### src/rtl/fir_pkg.sv
// Shared definitions for the FIR output collector.
//   FIR_WIDTH   : default sample width (matches the filter dataout width)
//   fir_state_e : collector control states
//   fir_decim_e : decim_sel encoding (00=1, 01=2, 10=4, 11=8)
//   decim_max() : terminal count of the decimation counter for a given encoding
package fir_pkg;
  localparam int FIR_WIDTH = 16;

  typedef enum logic [1:0] {
    ST_IDLE  = 2'd0,
    ST_FLUSH = 2'd1,
    ST_RUN   = 2'd2
  } fir_state_e;

  typedef enum logic [1:0] {
    DEC_1 = 2'b00,
    DEC_2 = 2'b01,
    DEC_4 = 2'b10,
    DEC_8 = 2'b11
  } fir_decim_e;

  // Counter runs 0..N-1, so the terminal value is N-1.
  function automatic logic [2:0] decim_max(input fir_decim_e sel);
    case (sel)
      DEC_1:   return 3'd0;
      DEC_2:   return 3'd1;
      DEC_4:   return 3'd3;
      default: return 3'd7;
    endcase
  endfunction
endpackage

### src/rtl/fir_fifo.sv
// First-word-fall-through sample FIFO.
//   clk, rst_n : clock, async active-low reset (pointers/level cleared at once)
//   push, din  : write request and data (ignored when full unless a pop coincides)
//   pop        : read request (ignored when empty)
//   dout       : head sample, forced to 0 while empty
//   full/empty : occupancy flags
//   level      : occupancy, 0..DEPTH
module fir_fifo
  import fir_pkg::*;
#(
  parameter  int WIDTH = FIR_WIDTH,
  parameter  int DEPTH = 8,
  localparam int AW    = $clog2(DEPTH),
  localparam int LW    = AW + 1
) (
  input  logic             clk,
  input  logic             rst_n,
  input  logic             push,
  input  logic             pop,
  input  logic [WIDTH-1:0] din,
  output logic [WIDTH-1:0] dout,
  output logic             full,
  output logic             empty,
  output logic [LW-1:0]    level
);
  logic [DEPTH-1:0][WIDTH-1:0] mem_q;
  logic [AW-1:0]               wr_ptr_q, rd_ptr_q;
  logic [LW-1:0]               level_q;
  logic                        push_ok, pop_ok;

  assign full    = (level_q == LW'(DEPTH));
  assign empty   = (level_q == '0);
  assign pop_ok  = pop && !empty;
  // A pop frees the slot in the same cycle, so a full FIFO can still accept.
  assign push_ok = push && (!full || pop_ok);

  // Storage is not reset; dout masking keeps the visible head at 0 when empty.
  always_ff @(posedge clk)
    if (push_ok) mem_q[wr_ptr_q] <= din;

  // Pointers wrap naturally since DEPTH is a power of two.
  always_ff @(posedge clk or negedge rst_n) begin
    if (!rst_n) begin
      wr_ptr_q <= '0;
      rd_ptr_q <= '0;
      level_q  <= '0;
    end else begin
      if (push_ok) wr_ptr_q <= wr_ptr_q + AW'(1);
      if (pop_ok)  rd_ptr_q <= rd_ptr_q + AW'(1);
      case ({push_ok, pop_ok})
        2'b10:   level_q <= level_q + LW'(1);
        2'b01:   level_q <= level_q - LW'(1);
        default: level_q <= level_q;
      endcase
    end
  end

  assign dout  = empty ? '0 : mem_q[rd_ptr_q];
  assign level = level_q;
endmodule

### src/rtl/fir_out_collector.sv
// Captures decimated FIR output samples into a FWFT FIFO.
//   clk, rst_n       : clock, async active-low reset
//   start, stop      : one-cycle run control (stop wins; start ignored while busy)
//   decim_sel        : decimation 1/2/4/8, latched on accepted start
//   din              : filter output, one sample per clk
//   out_data/valid   : FIFO head and not-empty
//   out_ready        : consumer pop strobe (effective with out_valid)
//   busy             : not IDLE
//   overflow         : sticky, set when a capture is dropped; cleared on start
//   level            : FIFO occupancy
module fir_out_collector
  import fir_pkg::*;
#(
  parameter  int WIDTH   = FIR_WIDTH,
  parameter  int DEPTH   = 8,
  parameter  int DISCARD = 4,
  localparam int LW      = $clog2(DEPTH) + 1,
  localparam int FW      = (DISCARD > 1) ? $clog2(DISCARD) : 1
) (
  input  logic             clk,
  input  logic             rst_n,
  input  logic             start,
  input  logic             stop,
  input  logic [1:0]       decim_sel,
  input  logic [WIDTH-1:0] din,
  output logic [WIDTH-1:0] out_data,
  output logic             out_valid,
  input  logic             out_ready,
  output logic             busy,
  output logic             overflow,
  output logic [LW-1:0]    level
);
  localparam logic [FW-1:0] FLUSH_LAST = FW'(DISCARD - 1);

  fir_state_e    state_q, state_d;
  fir_decim_e    dsel_q, dsel_d;
  logic [FW-1:0] flush_q, flush_d;
  logic [2:0]    dec_q, dec_d;
  logic          ovf_q, ovf_d;
  logic          go, capture, pop, full, empty, push;

  assign go = (state_q == ST_IDLE) && start && !stop;

  // state register
  always_ff @(posedge clk or negedge rst_n) begin
    if (!rst_n) state_q <= ST_IDLE;
    else        state_q <= state_d;
  end

  // next state
  always_comb begin
    state_d = state_q;
    case (state_q)
      ST_IDLE:  if (go) state_d = ST_FLUSH;
      ST_FLUSH: if (stop) state_d = ST_IDLE;
                else if (flush_q == FLUSH_LAST) state_d = ST_RUN;
      ST_RUN:   if (stop) state_d = ST_IDLE;
      default:  state_d = ST_IDLE;
    endcase
  end

  // outputs: capture on the first RUN cycle (counter cleared) and every N-th after
  always_comb begin
    busy    = (state_q != ST_IDLE);
    capture = (state_q == ST_RUN) && !stop && (dec_q == 3'd0);
  end

  // run counters and sticky overflow
  always_comb begin
    dsel_d  = dsel_q;
    flush_d = flush_q;
    dec_d   = dec_q;
    ovf_d   = ovf_q;
    if (go) begin
      dsel_d  = fir_decim_e'(decim_sel);
      flush_d = '0;
      dec_d   = '0;
      ovf_d   = 1'b0;
    end
    if (state_q == ST_FLUSH && flush_q != FLUSH_LAST) flush_d = flush_q + FW'(1);
    if (state_q == ST_RUN) dec_d = (dec_q == decim_max(dsel_q)) ? 3'd0 : dec_q + 3'd1;
    if (capture && full && !pop) ovf_d = 1'b1;
  end

  always_ff @(posedge clk or negedge rst_n) begin
    if (!rst_n) begin
      dsel_q  <= DEC_1;
      flush_q <= '0;
      dec_q   <= '0;
      ovf_q   <= 1'b0;
    end else begin
      dsel_q  <= dsel_d;
      flush_q <= flush_d;
      dec_q   <= dec_d;
      ovf_q   <= ovf_d;
    end
  end

  assign pop       = out_valid && out_ready;
  assign push      = capture && (!full || pop);
  assign out_valid = !empty;
  assign overflow  = ovf_q;

  fir_fifo #(.WIDTH(WIDTH), .DEPTH(DEPTH)) u_fifo (
    .clk   (clk),
    .rst_n (rst_n),
    .push  (push),
    .pop   (pop),
    .din   (din),
    .dout  (out_data),
    .full  (full),
    .empty (empty),
    .level (level)
  );
endmodule

### config.mk
export PLATFORM = sky130hd
export DESIGN_NAME = fir_out_collector
export DESIGN_NICKNAME = d
export VERILOG_FILES = /design/src/rtl/fir_pkg.sv /design/src/rtl/fir_fifo.sv /design/src/rtl/fir_out_collector.sv
export SDC_FILE = /design/constraint.sdc
export NUM_CORES = 1
export LEC_CHECK = 0
export BUFFER_PORTS_ARGS = -buffer_cell sky130_fd_sc_hd__buf_4
export CORE_UTILIZATION = 58
export CTS_CLUSTER_SIZE = 14
export DETAILED_ROUTE_END_ITERATION = 16
export GPL_TIMING_DRIVEN = 0
export PLACE_DENSITY_LB_ADDON = 0.05
export SETUP_SLACK_MARGIN = 0.4
export SLEW_MARGIN = 20
export SYNTH_ARGS = -nofsm -noshare
export SYNTH_HDL_FRONTEND = slang
export SYNTH_SLANG_ARGS = --single-unit
### constraint.sdc
create_clock -name clk -period 4.55 [get_ports clk]
set_clock_uncertainty 0.15 [all_clocks]
set_input_delay 1.1375 -clock clk [delete_from_list [all_inputs] [get_ports clk]]
set_output_delay 1.1375 -clock clk [all_outputs]
set_load 0.03 [all_outputs]
; Word level (Yosys, flattened, before mapping)
; Cells that the tools add are included.
; Widths: inputs -> output; s select.
[word_totals]
input_bits = 23
regBits = 148
output_inout_bits = 23
word_cells = 87
[op_classes]
n_eq_ne = 13
n_lt_le_gt_ge = 3
addsub = 6
muxes = 21
n_reduce_logical = 28
[ops]
columns = cell, n
row1 = $bwmux 128, 1
row2 = $bmux 16 s3, 1
row3 = $demux 16 s3, 1
row4 = $mux 16, 3
row5 = $logic_and 1x1->1, 12
row6 = $mux 2, 6
row7 = $mux 3, 4
row8 = $reduce_bool 2->1, 5
row9 = $add 3x1->3 const B, 3
row10 = $pmux 3 s3, 1
row11 = $eq 2x2->1 const B, 4
row12 = $lt 3x4->1 const B, 2
row13 = $pmux 4 s2, 1
row14 = $eq 2x1->1 const B, 3
row15 = $ne 2x2->1 const B, 3
row16 = $pmux 2 s3, 1
row17 = $add 4x1->4 const B, 1
row18 = $eq 4x4->1 const B, 1
row19 = $logic_not 1->1, 4
row20 = $logic_not 2->1, 2
row21 = $logic_not 4->1, 1
row22 = $sub 4x1->4 const B, 1
row23 = $eq 3x3->1, 1
row24 = $ge 3x1->1 const B, 1
row25 = other kinds (6), 8

; Longest topological paths before layout
[logic_depth]
word_depth = 8
mapped_depth = 12
ltp_nobuf = 11

; Hierarchy
; From an unflattened synthesis, not the netlist that was laid out.
[hier_totals]
cells_unflattened = 326
area_unflattened_um2 = 6100.9
[modules_own_cells]
columns = mod, seq_area_each_um2, cells_per_inst, instances, area_per_inst_um2
row1 = fir_fifo, 4093.9, 271, 1, 5549.1
row2 = fir_out_collector, 250.2, 55, 1, 551.8

; Worst setup path after synthesis
; No wires, ideal clock.
[synth_path]
kind = input to register
start = input port stop
end = register u_fifo.mem_q[16] (netlist name), enable pin
setup_time_ns = 0.436
n_path_buf = 0
path_slack_ns = 0.520
required_ns = 3.964
arrival_ns = 3.443
cell_stages = 3
path_cell_list = nor4b_4 > o211ai_4 > nor4b_1
[synth_between]
elab_chain_len = 5
[synth_rtl]
columns = item, line
row1 = "start, declared", fir_out_collector.sv:23  ; input logic stop,
row2 = $logic_not 1->1, fir_out_collector.sv:65  ; capture = (state_q == ST_RUN) && !stop && (dec_q == 3'd0);
row3 = $logic_and 1x1->1 (2 in a row), fir_out_collector.sv:65
row4 = $logic_and 1x1->1, fir_out_collector.sv:100  ; assign push = capture && (!full || pop);
row5 = $logic_and 1x1->1, fir_fifo.sv:35  ; assign push_ok = push && (!full || pop_ok);
row6 = "end signal, assigned by index", fir_fifo.sv:39  ; if (push_ok) mem_q[wr_ptr_q] <= din;
row7 = "end, declared", fir_fifo.sv:26  ; logic [DEPTH-1:0][WIDTH-1:0] mem_q;
; Every way passes these cells.
; A chain may end at the register's enable or synchronous reset.

; Final worst setup path
[layout_path]
start = register u_fifo.rd_ptr_q[1]
end = output port out_data[14]
[layout_between]
elab_chain_len = 3
[layout_rtl]
columns = item, line
row1 = "start, declared", fir_fifo.sv:27  ; logic [AW-1:0] wr_ptr_q, rd_ptr_q;
row2 = "start signal, assigned", fir_fifo.sv:49  ; if (pop_ok) rd_ptr_q <= rd_ptr_q + AW'(1);
row3 = $bmux 16 s3, fir_fifo.sv:58  ; assign dout = empty ? '0 : mem_q[rd_ptr_q];
row4 = $mux 16 (implied by the code), fir_fifo.sv:58
row5 = $mux 16, fir_fifo.sv:58
row6 = "end, declared", fir_out_collector.sv:26  ; output logic [WIDTH-1:0] out_data,
; Every way passes these cells. The select of a mux whose other input is x is not followed.

==> key figures <==
Timing
  • Worst Tran Pin Value: around 0.85 ns
  • RSZ-0062 raised after global routing: false
  • Post-route setup slack: 0.572 ns
  • Achievable Freq: 251 MHz
  • # setup viols final: 0
  • Crit path time final: 3.98 ns
  • Final Hold Violating Endpoints: 0
  • Period utilisation layout: 0.874
  • Max-slew headroom: 0.436
  • Final Max Tran Viols: 0

Power and ir drop
  • PwrDens: 607 nW/um^2
  • Max VDD drop: 0.451 mV
  • Total Power: 4430 uW
  • Leak: 0.00265 uW

Global route
  • Largest net degree at the start of global routing: 21
  • Vias in the first global route: about 3300
  • First-pass GRT wire length: 18300 um
  • GRT Util Overall: 0.240
  • Initial antenna violation count: 0
  • Grt ovf: 0

Clock network
  • TritonCTS clock tree: yes
  • Root Driver: clkbuf_8
  • Resize count post-CTS: 0
  • Clock buffer depth: 2
  • Skew-Pair Late Insertion Delay: 0.54 ns
  • Hold_buf cts: 0
  • CTS buffer count: 17
  • Postcts setup bufs: 0
  • H-tree Lvls: 4
  • Clock-pin slew on the worst setup and hold paths: 0.06 ns
  • TritonCTS Sinks: 148

Detailed routing
  • Routed WL: 11600 um
  • DRT Pass-1 Iters: 4
  • Number of routed nets with antenna violations: 0
  • Initial drt markers: 208
  • Via Count: 3134
  • Wire per inst: 21.5 um
  • Number of remaining DRC errors: 0
  • Avg Vias per Cell: 5.79

Logic synthesis
  • Yosys top cell area share: 0.634
  • Mapped cell area: 6060 sq um
  • Async SR Flop Fraction: 0.135
  • YS warnings: 0
  • Seq cells post-synth: 148
  • EDFF count, synth: roughly 130
  • Synth Instances: 312
  • Post-Syn Nets: around 340
  • Mean Syn Cell Area: 19.4 sq um
  • Unique cell type count in the Yosys netlist: 43
  • Ys flop type: edfxtp_1
  • Yosys top cell by area: edfxtp_1
  • Dominant cells by area after synthesis: edfxtp_1 63%, mux4_2 12%, dfrtp_1 8.3%, mux2i_1 2.8%, ha_1 1.7%
  • Seq/Total Area, Yosys: 0.717

Cells and area
  • Ant diodes: 0
  • Fraction of layout cells with a size suffix above 1: 0.385
  • Area growth, synth to finish: 20.6%
  • Leading cell type in the layout, fill and taps excluded: edfxtp_1
  • Most frequent cells in the layout: 128 x edfxtp_1, 55 x buf_4, 32 x mux4_2
  • Total Nets Final: ~430
  • Fillers: between 500 and 600

Hold path
  • Hold Path Class: primary input to asynchronous set/reset pin

Worst setup path
  • Critical Path RT: 3.26 ns
  • Crit path launch: u_fifo.rd_ptr_q[1]
  • Critical-path maximum fanout: 10
  • Worst setup EP type: primary output
  • Worst r2r src: u_fifo.level[0]
  • CP arrival: 2.69 ns
  • Crit Path Category: flop to primary output
  • Startpoint types: flop

Floorplanning
  • Die Y: roughly 100 um
  • I/O pin count: 46
  • Row cnt: 36
  • Starting density of the core: 0.609
  • Die area: between 10000 and 15000 sq um
  • Die Wd: between 100 and 150 um
  • Core box area: 9950 sq um

Place
  • Port buffer count: 45
  • DP Wirelength: approximately 7700 um
  • DP Worst Slack: 0.987 ns
  • GPL Wtd Cong: 0.717

Run
  • Max Cap Violations: 0

Outcome
  • Status: completed
registers in the layout, indices dropped and copies added, names as in the netlist, 2 cells and up:
| signal | flops |
|---|---|
| u_fifo.mem_q | 128 |
| u_fifo.level | 4 |
| dec_q | 3 |
| u_fifo.rd_ptr_q | 3 |
| u_fifo.wr_ptr_q | 3 |
| dsel_q | 2 |
| flush_q | 2 |
| state_q | 2 |
layout make-up:
type | instances | area, sq um | share of cell area
repair buffers | 64 | 487 | 0.0666
flip-flops and latches | 148 | 4340 | 0.594
clock buffers | 18 | 418 | 0.0572
clock inverters | 14 | 136 | 0.0187
well taps | 133 | 166 | 0.0228
multi-input cells | 143 | 1660 | 0.227
plain buffers | 14 | 73.8 | 0.0101
inverters | 7 | 26.3 | 0.00359
cell usage after synthesis, drive strengths merged (3+ instances only):
cell      n
edfxtp  128
mux4     32
nor2     24
dfrtp    20
mux2i    17
buf      10
ha        8
inv       7
mux2      7
nor3      5
xor2      5
clkbuf    4
nor3b     4
nor4b     4
xnor2     4
a21oi     3
nand2     3
nand2b    3
nor2b     3
critical path: stages (launching register included):
cell and delay [ns]:
dfrtp_1 0.35, clkbuf_1 0.28, clkbuf_1 0.68, mux4_2 0.41, mux2i_1 0.17, nor2_1 0.06, buf_4 0.19
power breakdown:
part | switching (uW) | internal, uW
registers | 71.3 | 1540
clock network | 537 | 775
logic | 845 | 667
kinds of logic after synthesis:
kind of cell,synth area share
adder cells (fa/ha/maj),0.0165
XOR/XNOR,0.0130
buffers and inverters,0.0165
AND/OR/NAND/NOR,0.0611
multiplexers,0.161
AO/OA/AOI/OAI,0.0157
flip-flops,0.717
routing by layer:
metal	wire, um	share of wire	track usage	vias to the layer above
met4	233	0.020	0.0908	0
met5	0	0	0	-
met2	5660	0.49	0.380	77
met1	5290	0.45	0.321	1621
li1	-	-	-	1415
met3	461	0.040	0.0670	21
stage by stage:
stage               hold slack [ns]  std cells  setup TNS (ns)  utilization  instance area, sq um
global placement              0.338        490          -99.67        0.660                  6570
CTS                           0.311        541               0        0.734                  7310
detailed placement            0.339        509               0        0.679                  6760
floorplan                     0.320        312               0            -                  6060
global route                  0.327        541               0        0.734                  7310
finish                        0.328        541               0        0.734                  7310
path summary, 6_finish.rpt:
path	endpoint	slack [ns]	cells past startpoint
worst min-delay path	u_fifo.level[2]	0.33	1
max in group asynchronous	u_fifo.wr_ptr_q[0]	3.69	1
worst max-delay path	out_data[14]	0.57	6
worst min register to register	flush_q[1]	0.36	1
min in group clk	flush_q[1]	0.36	1
worst max register to register	u_fifo.level[2]	1.73	12
(Power assumes the default switching activity.)
